### src/rtl/gelu_stream_if.sv
// Bundles the source-read, gelu LUT and destination-write ports of the sequencer.
// Signal suffixes are from the sequencer's point of view (master side).
interface gelu_stream_if #(
    parameter int ADDR_W = 10
);
    logic              rd_en_o;
    logic [ADDR_W-1:0] rd_addr_o;
    logic [7:0]        rd_data_i;
    logic [1:0]        gelu_layer_o;
    logic [7:0]        gelu_in_o;
    logic [7:0]        gelu_out_i;
    logic              wr_valid_o;
    logic              wr_ready_i;
    logic [ADDR_W-1:0] wr_addr_o;
    logic [7:0]        wr_data_o;

    modport master (
        output rd_en_o, rd_addr_o, gelu_layer_o, gelu_in_o, wr_valid_o, wr_addr_o, wr_data_o,
        input  rd_data_i, gelu_out_i, wr_ready_i
    );

    modport slave (
        input  rd_en_o, rd_addr_o, gelu_layer_o, gelu_in_o, wr_valid_o, wr_addr_o, wr_data_o,
        output rd_data_i, gelu_out_i, wr_ready_i
    );
endinterface

### src/rtl/gelu_stream_ctrl.sv
// Streams a vector of int8 activations through the shared gelu LUT into the
// destination buffer; a credit-limited skid FIFO covers the 2-cycle read+LUT latency.
//
// state | meaning
// IDLE  | waiting for start_i
// RUN   | issuing reads while credits allow
// DRAIN | all reads issued, waiting for the last write handshake
// DONE  | one-cycle completion pulse
module gelu_stream_ctrl #(
    parameter int DEPTH  = 1024,
    parameter int ADDR_W = 10,
    parameter int FIFO_D = 4
) (
    input  logic            clk_i,
    input  logic            rst_i,
    input  logic            start_i,
    input  logic [1:0]      layer_i,
    input  logic [ADDR_W:0] len_i,
    output logic            busy_o,
    output logic            done_o,
    gelu_stream_if.master   bus
);
    typedef enum logic [1:0] {IDLE, RUN, DRAIN, DONE} state_e;

    localparam int              PW       = (FIFO_D > 1) ? $clog2(FIFO_D) : 1;
    localparam int              CW       = $clog2(FIFO_D + 1);
    localparam logic [ADDR_W:0] DEPTH_L  = (ADDR_W + 1)'(DEPTH);
    localparam logic [ADDR_W:0] ONE_L    = (ADDR_W + 1)'(1);
    localparam logic [CW:0]     FIFO_L   = (CW + 1)'(FIFO_D);
    localparam logic [PW-1:0]   PTR_LAST = PW'(FIFO_D - 1);

    state_e            state_q, state_d;
    logic [1:0]        layer_q, layer_d;
    logic [ADDR_W:0]   len_q, len_d, rd_idx_q, rd_idx_d;
    logic [ADDR_W:0]   len_clamp, len_last;
    logic              v1_q, v2_q;
    logic [ADDR_W-1:0] idx1_q, idx2_q;
    logic [7:0]        fifo_data_q [FIFO_D];
    logic [ADDR_W-1:0] fifo_addr_q [FIFO_D];
    logic [PW-1:0]     wptr_q, rptr_q;
    logic [CW-1:0]     count_q;
    logic [CW:0]       credit;
    logic              rd_en, push, pop, wr_valid;

    // Occupancy plus the two reads still in the pipeline must stay below the FIFO depth.
    always_comb begin
        len_clamp = (len_i > DEPTH_L) ? DEPTH_L : len_i;
        len_last  = len_q - ONE_L;
        credit    = {1'b0, count_q} + {{CW{1'b0}}, v1_q} + {{CW{1'b0}}, v2_q};
        rd_en     = (state_q == RUN) && (credit < FIFO_L);
        push      = v2_q;
        wr_valid  = (count_q != '0);
        pop       = wr_valid && bus.wr_ready_i;
    end

    always_comb begin
        state_d  = state_q;
        layer_d  = layer_q;
        len_d    = len_q;
        rd_idx_d = rd_idx_q;
        unique case (state_q)
            IDLE: begin
                if (start_i) begin
                    layer_d  = layer_i;
                    len_d    = len_clamp;
                    rd_idx_d = '0;
                    state_d  = (len_clamp == '0) ? DONE : RUN;
                end
            end
            RUN: begin
                if (rd_en) begin
                    rd_idx_d = rd_idx_q + ONE_L;
                    if (rd_idx_q == len_last) state_d = DRAIN;
                end
            end
            DRAIN: begin
                if (pop && ({1'b0, fifo_addr_q[rptr_q]} == len_last)) state_d = DONE;
            end
            DONE:    state_d = IDLE;
            default: state_d = IDLE;
        endcase
    end

    always_ff @(posedge clk_i) begin
        if (rst_i) begin
            state_q  <= IDLE;
            layer_q  <= '0;
            len_q    <= '0;
            rd_idx_q <= '0;
            v1_q     <= 1'b0;
            v2_q     <= 1'b0;
            idx1_q   <= '0;
            idx2_q   <= '0;
            wptr_q   <= '0;
            rptr_q   <= '0;
            count_q  <= '0;
        end else begin
            state_q  <= state_d;
            layer_q  <= layer_d;
            len_q    <= len_d;
            rd_idx_q <= rd_idx_d;
            v1_q     <= rd_en;
            v2_q     <= v1_q;
            idx1_q   <= rd_idx_q[ADDR_W-1:0];
            idx2_q   <= idx1_q;
            if (push) wptr_q <= (wptr_q == PTR_LAST) ? '0 : wptr_q + PW'(1);
            if (pop)  rptr_q <= (rptr_q == PTR_LAST) ? '0 : rptr_q + PW'(1);
            if (push && !pop)      count_q <= count_q + CW'(1);
            else if (pop && !push) count_q <= count_q - CW'(1);
        end
    end

    always_ff @(posedge clk_i) begin
        if (push) begin
            fifo_data_q[wptr_q] <= bus.gelu_out_i;
            fifo_addr_q[wptr_q] <= idx2_q;
        end
    end

    // Head outputs are forced to zero when empty so the write port reads 0 after reset.
    always_comb begin
        busy_o           = (state_q == RUN) || (state_q == DRAIN);
        done_o           = (state_q == DONE);
        bus.rd_en_o      = rd_en;
        bus.rd_addr_o    = rd_idx_q[ADDR_W-1:0];
        bus.gelu_layer_o = layer_q;
        bus.gelu_in_o    = bus.rd_data_i;
        bus.wr_valid_o   = wr_valid;
        bus.wr_addr_o    = wr_valid ? fifo_addr_q[rptr_q] : '0;
        bus.wr_data_o    = wr_valid ? fifo_data_q[rptr_q] : '0;
    end
endmodule

### src/flat_wrapper.sv
// flat-port wrapper written by rule: the top's interface ports become plain ports
module gelu_stream_ctrl_flat 
#(
    parameter int DEPTH  = 1024,
    parameter int ADDR_W = 10,
    parameter int FIFO_D = 4
)
  (clk_i, rst_i, start_i, layer_i, len_i, busy_o, done_o, bus_rd_en_o, bus_rd_addr_o, bus_gelu_layer_o, bus_gelu_in_o, bus_wr_valid_o, bus_wr_addr_o, bus_wr_data_o, bus_rd_data_i, bus_gelu_out_i, bus_wr_ready_i);
  gelu_stream_if #(.ADDR_W(ADDR_W)) bus_i ();
  input  logic clk_i;
  input  logic rst_i;
  input  logic start_i;
  input  logic [1:0] layer_i;
  input  logic [ADDR_W:0] len_i;
  output logic busy_o;
  output logic done_o;
  output wire logic [$bits(bus_i.rd_en_o)-1:0] bus_rd_en_o;
  output wire logic [$bits(bus_i.rd_addr_o)-1:0] bus_rd_addr_o;
  output wire logic [$bits(bus_i.gelu_layer_o)-1:0] bus_gelu_layer_o;
  output wire logic [$bits(bus_i.gelu_in_o)-1:0] bus_gelu_in_o;
  output wire logic [$bits(bus_i.wr_valid_o)-1:0] bus_wr_valid_o;
  output wire logic [$bits(bus_i.wr_addr_o)-1:0] bus_wr_addr_o;
  output wire logic [$bits(bus_i.wr_data_o)-1:0] bus_wr_data_o;
  input wire logic [$bits(bus_i.rd_data_i)-1:0] bus_rd_data_i;
  input wire logic [$bits(bus_i.gelu_out_i)-1:0] bus_gelu_out_i;
  input wire logic [$bits(bus_i.wr_ready_i)-1:0] bus_wr_ready_i;
  assign bus_rd_en_o = bus_i.rd_en_o;
  assign bus_rd_addr_o = bus_i.rd_addr_o;
  assign bus_gelu_layer_o = bus_i.gelu_layer_o;
  assign bus_gelu_in_o = bus_i.gelu_in_o;
  assign bus_wr_valid_o = bus_i.wr_valid_o;
  assign bus_wr_addr_o = bus_i.wr_addr_o;
  assign bus_wr_data_o = bus_i.wr_data_o;
  assign bus_i.rd_data_i = bus_rd_data_i;
  assign bus_i.gelu_out_i = bus_gelu_out_i;
  assign bus_i.wr_ready_i = bus_wr_ready_i;
  gelu_stream_ctrl #(.DEPTH(DEPTH), .ADDR_W(ADDR_W), .FIFO_D(FIFO_D)) u_core (.clk_i(clk_i), .rst_i(rst_i), .start_i(start_i), .layer_i(layer_i), .len_i(len_i), .busy_o(busy_o), .done_o(done_o), .bus(bus_i));
endmodule
### config.mk
export PLATFORM = sky130hd
export DESIGN_NAME = gelu_stream_ctrl_flat
export DESIGN_NICKNAME = d
export VERILOG_FILES = /design/src/rtl/gelu_stream_if.sv /design/src/rtl/gelu_stream_ctrl.sv /design/src/flat_wrapper.sv
export SDC_FILE = /design/constraint.sdc
export NUM_CORES = 1
export LEC_CHECK = 0
export CAP_MARGIN = 5
export CORE_MARGIN = 2
export CORE_UTILIZATION = 55
export CTS_CLUSTER_SIZE = 20
export DETAILED_ROUTE_END_ITERATION = 10
export GPL_ROUTABILITY_DRIVEN = 0
export PLACE_DENSITY = 0.87
export REMOVE_ABC_BUFFERS = 1
export SYNTH_ARGS = -nofsm -noshare
export SYNTH_HDL_FRONTEND = slang
export SYNTH_SLANG_ARGS = --single-unit
### constraint.sdc
create_clock -name clk_i -period 3.3 [get_ports clk_i]
set_input_delay 0.66 -clock clk_i [delete_from_list [all_inputs] [get_ports clk_i]]
set_output_delay 0.66 -clock clk_i [all_outputs]
set_load 0.02 [all_outputs]
==> flow_summary.toml <==
[critical_path]
worst-path-buf-inv = 3
path_cells = "buf_6 -> buf_6 -> mux4_2 -> and2_1 -> clkdlybuf4s50_1"
critical_path.top_delay_family = "buffers and inverters"
critical-path-slowest-cell = "sky130_fd_sc_hd__clkdlybuf4s50_1"
slowest_delay_ps = 530
worstSetupPathType = "reg2out"
cp_common_cell = "sky130_fd_sc_hd__buf_6"
arrival_time_at_the_worst_endpoint_ps = 2520
required_ps = 2640
max_fo_critical_path = 8
critical_path.endpoint_type = "output pin"
critPathLaunchType = "register"

[die]
dieHeight_um = 106
core_region_sq_um = 10200
rows = 37
die_area_sq_um = 11300
floorplan.io_pins = 75
effective_utilization_at_floorplan_pct = 56.1
die_outline_width_um = 106

[layout]
n_fill_cell = 712
insertedDiodeCount = 0
final_core_occ_pct = 67.3
drive_above_1_share_pct = 11.2
seqCellArea_sq_um = 3300
instances_no_fill = 646
area_growth_pct = 20.0
nNetsFinal = 545
multi_input_area_sq_um = 2160

[synth]
synth_compound_area_share_pct = 6.82
async_reset_ff_share_pct = 0
yosys.area_share.xor_xnor_pct = 5.43
synth.distinct_cells = 52
synth.yosys.seq_area_share_pct = 57.5
muxShareOfSynthArea_pct = 8.41
share_of_synthesized_cell_area_in_full_adder_half_adder_and_majority_cells_pct = 3.40
synth.ff_latch_count = 129
synthCells = 451
syn_avg_cell_area_sq_um = 12.7
synthDominantAreaCellType = "sky130_fd_sc_hd__edfxtp_1"
warning_count_from_the_yosys_run = 0
synthDominantCellAreaShare_pct = 37.7
post_synth_instance_area_sq_um = 5740
most_numerous_cell_types_in_the_synthesized_netlist = "72 x sky130_fd_sc_hd__edfxtp_1, 57 x sky130_fd_sc_hd__dfxtp_1, 29 x sky130_fd_sc_hd__nor2_1"
synth-edff-count = 72
synth.top_cells.by_area = "sky130_fd_sc_hd__edfxtp_1 38%, sky130_fd_sc_hd__dfxtp_1 20%, sky130_fd_sc_hd__mux4_2 4.3%"
yosys.area_share.simple_pct = 13.5
synth_top_flop_cell = "sky130_fd_sc_hd__edfxtp_1"
dominant_combinational_cell_family_by_area_after_synthesis = "simple AND/OR/NAND/NOR gates"
yosysMostFrequentCell = "sky130_fd_sc_hd__edfxtp_1"

[routing]
met3RoutedLength_um = 848
post_drt_via_cell_ratio = 5.82
route.detailed.drc = 0
routed_wire_length_per_instance_um = 18.5
via_count = 3758
postRouteAntennaNets = 0
drt_iter0_markers = 354
drt-met1-wl_mm = 5.04
drt_wl_total_mm = 12.0
first_pass_iters = 5
maxUsedRoutingLayer = "met4"
route.met2.wl_mm = 5.85

[clocking]
cts_inserted_buffers = 17
cts_num_sinks = 129
clockRootBuffer = "sky130_fd_sc_hd__clkbuf_8"
cts_hold_repair_buffers = 0
clock_path_buffers = 2
cts_tree = "yes"
cts_setup_buffers = 0
worst_skew_pair.late_latency_ps = 530
path_clk_slew_ps = 60
h_tree_depth = 4
postCtsResizedCells = 2

[place]
detailed_place_hpwl_mm = 7.86
io_buffers = 58
dpl.cell_count = 614

[job]
maxCapViolations = 0

[sta]
timing.final.setup_violations = 0
grt_setup_unrepaired = "no"
clock.fmax_mhz = 314
tightest_slew_ps = 981
report.final.slew_viol_count = 0
max_slew_headroom_pct = 34.6
fin_skew_ps = 9.12
report.final.hold_viol_count = 0
final_period_utilization_pct = 96.4
min_period_ps = 3180
setup-tns-final_ps = 0

[grt]
grt_max_degree = 29
via_count_of_the_first_global_routing_pass = 3759
grt_util_all_layers_pct = 22.2
grt_first_pass_wirelength_mm = 19.0
antenna_found_initial = 0
overflow = 0

[status]
outcome = "finished, final reports clean"

[power_and_ir_drop]
cellPowerDensity_nw_per_um2 = 777
irDropWorstVdd_mv = 0.429
cellLeakagePower_nw = 2.39

[worst_hold_path]
holdCritPathClass = "reg2reg"
## layer usage
metal	vias to the layer above	global-route usage, %
li1	1733	-
met1	1813	27.2
met2	191	36.8
met3	21	6.74
met4	0	9.02
met5	-	0
## kinds of logic after synthesis
| group | after synthesis |
|---|---|
| AO/OA/AOI/OAI | 58 |
| XOR/XNOR | 30 |
| adder cells (fa/ha/maj) | 15 |
| buffers and inverters | 53 |
| flip-flops | 129 |
| multiplexers | 26 |
| AND/OR/NAND/NOR | 140 |
## metrics by stage
stage | area (sq um) | hold WS [ps] | setup slack, ps | power, mW
6_report | 6890 | 443 | 119 | 5.36
5_1_grt | 6890 | 462 | 29.9 | 5.57
4_1_cts | 6890 | 445 | 47.5 | 5.36
3_5_place_dp | 6320 | 429 | 291 | 3.58
3_3_place_gp | 6320 | 421 | 391 | 3.52
2_1_floorplan | 5520 | 414 | 320 | 2.94
## power by group
group	switching (mW)	internal (mW)
Clock	0.750	1.02
Sequential	0.108	1.78
Combinational	0.887	0.809
Total	1.74	3.61
## state kept, by name, indices dropped and copies added, names as in the netlist, named ones only
name and count:
u_core.fifo_addr_q 40, u_core.rd_idx_q 11, u_core.idx1_q 10, u_core.len_q 11
u_core.fifo_data_q 32, u_core.rptr_q 2, u_core.state_q 2, u_core.v1_q 1
u_core.bus.gelu_layer_o 2, u_core.idx2_q 10, u_core.wptr_q 2, u_core.count_q 3
u_core.push 1
## cell type report
cell class                      count  share of cell area (%)
Sequential cell                   129                    48.0
Tap cell                          136                    2.47
Inverter                           15                   0.817
Clock buffer                       17                    6.01
Timing Repair Buffer               65                    9.30
Clock inverter                     15                    2.16
Multi-Input combinational cell    269                    31.3
## placed cells by master (no fill, tap or decap), types with 12 or more instances in the layout
cell type / synthesis / routed
sky130_fd_sc_hd__nor2_1: 29 / 29
sky130_fd_sc_hd__inv_1: 15 / 15
sky130_fd_sc_hd__dfxtp_1: 57 / 56
sky130_fd_sc_hd__nand3_1: 12 / 12
sky130_fd_sc_hd__and2_1: 22 / 22
sky130_fd_sc_hd__clkdlybuf4s50_1: 0 / 58
sky130_fd_sc_hd__ha_1: 14 / 14
sky130_fd_sc_hd__nor2b_1: 20 / 20
sky130_fd_sc_hd__nor3_1: 14 / 14
sky130_fd_sc_hd__clkbuf_16: 0 / 16
sky130_fd_sc_hd__edfxtp_1: 72 / 72
sky130_fd_sc_hd__xnor2_1: 15 / 15
sky130_fd_sc_hd__a21oi_1: 18 / 18
## final timing paths
kind / cells past startpoint / startpoint / end / slack (ps)
setup / recovery: 5 / register / bus_wr_data_o[0] / 120
hold / removal: 1 / u_core.idx1_q[7]$_SDFF_PP0_ / u_core.idx2_q[7]$_SDFF_PP0_ / 440
setup reg to reg: 9 / u_core.len_q[0]$_SDFFE_PP0P_ / u_core.state_q[1]$_SDFFE_PP0P_ / 180
hold reg to reg: 1 / u_core.idx1_q[7]$_SDFF_PP0_ / u_core.idx2_q[7]$_SDFF_PP0_ / 440
Note: power is estimated with default switching activity, not from simulation.
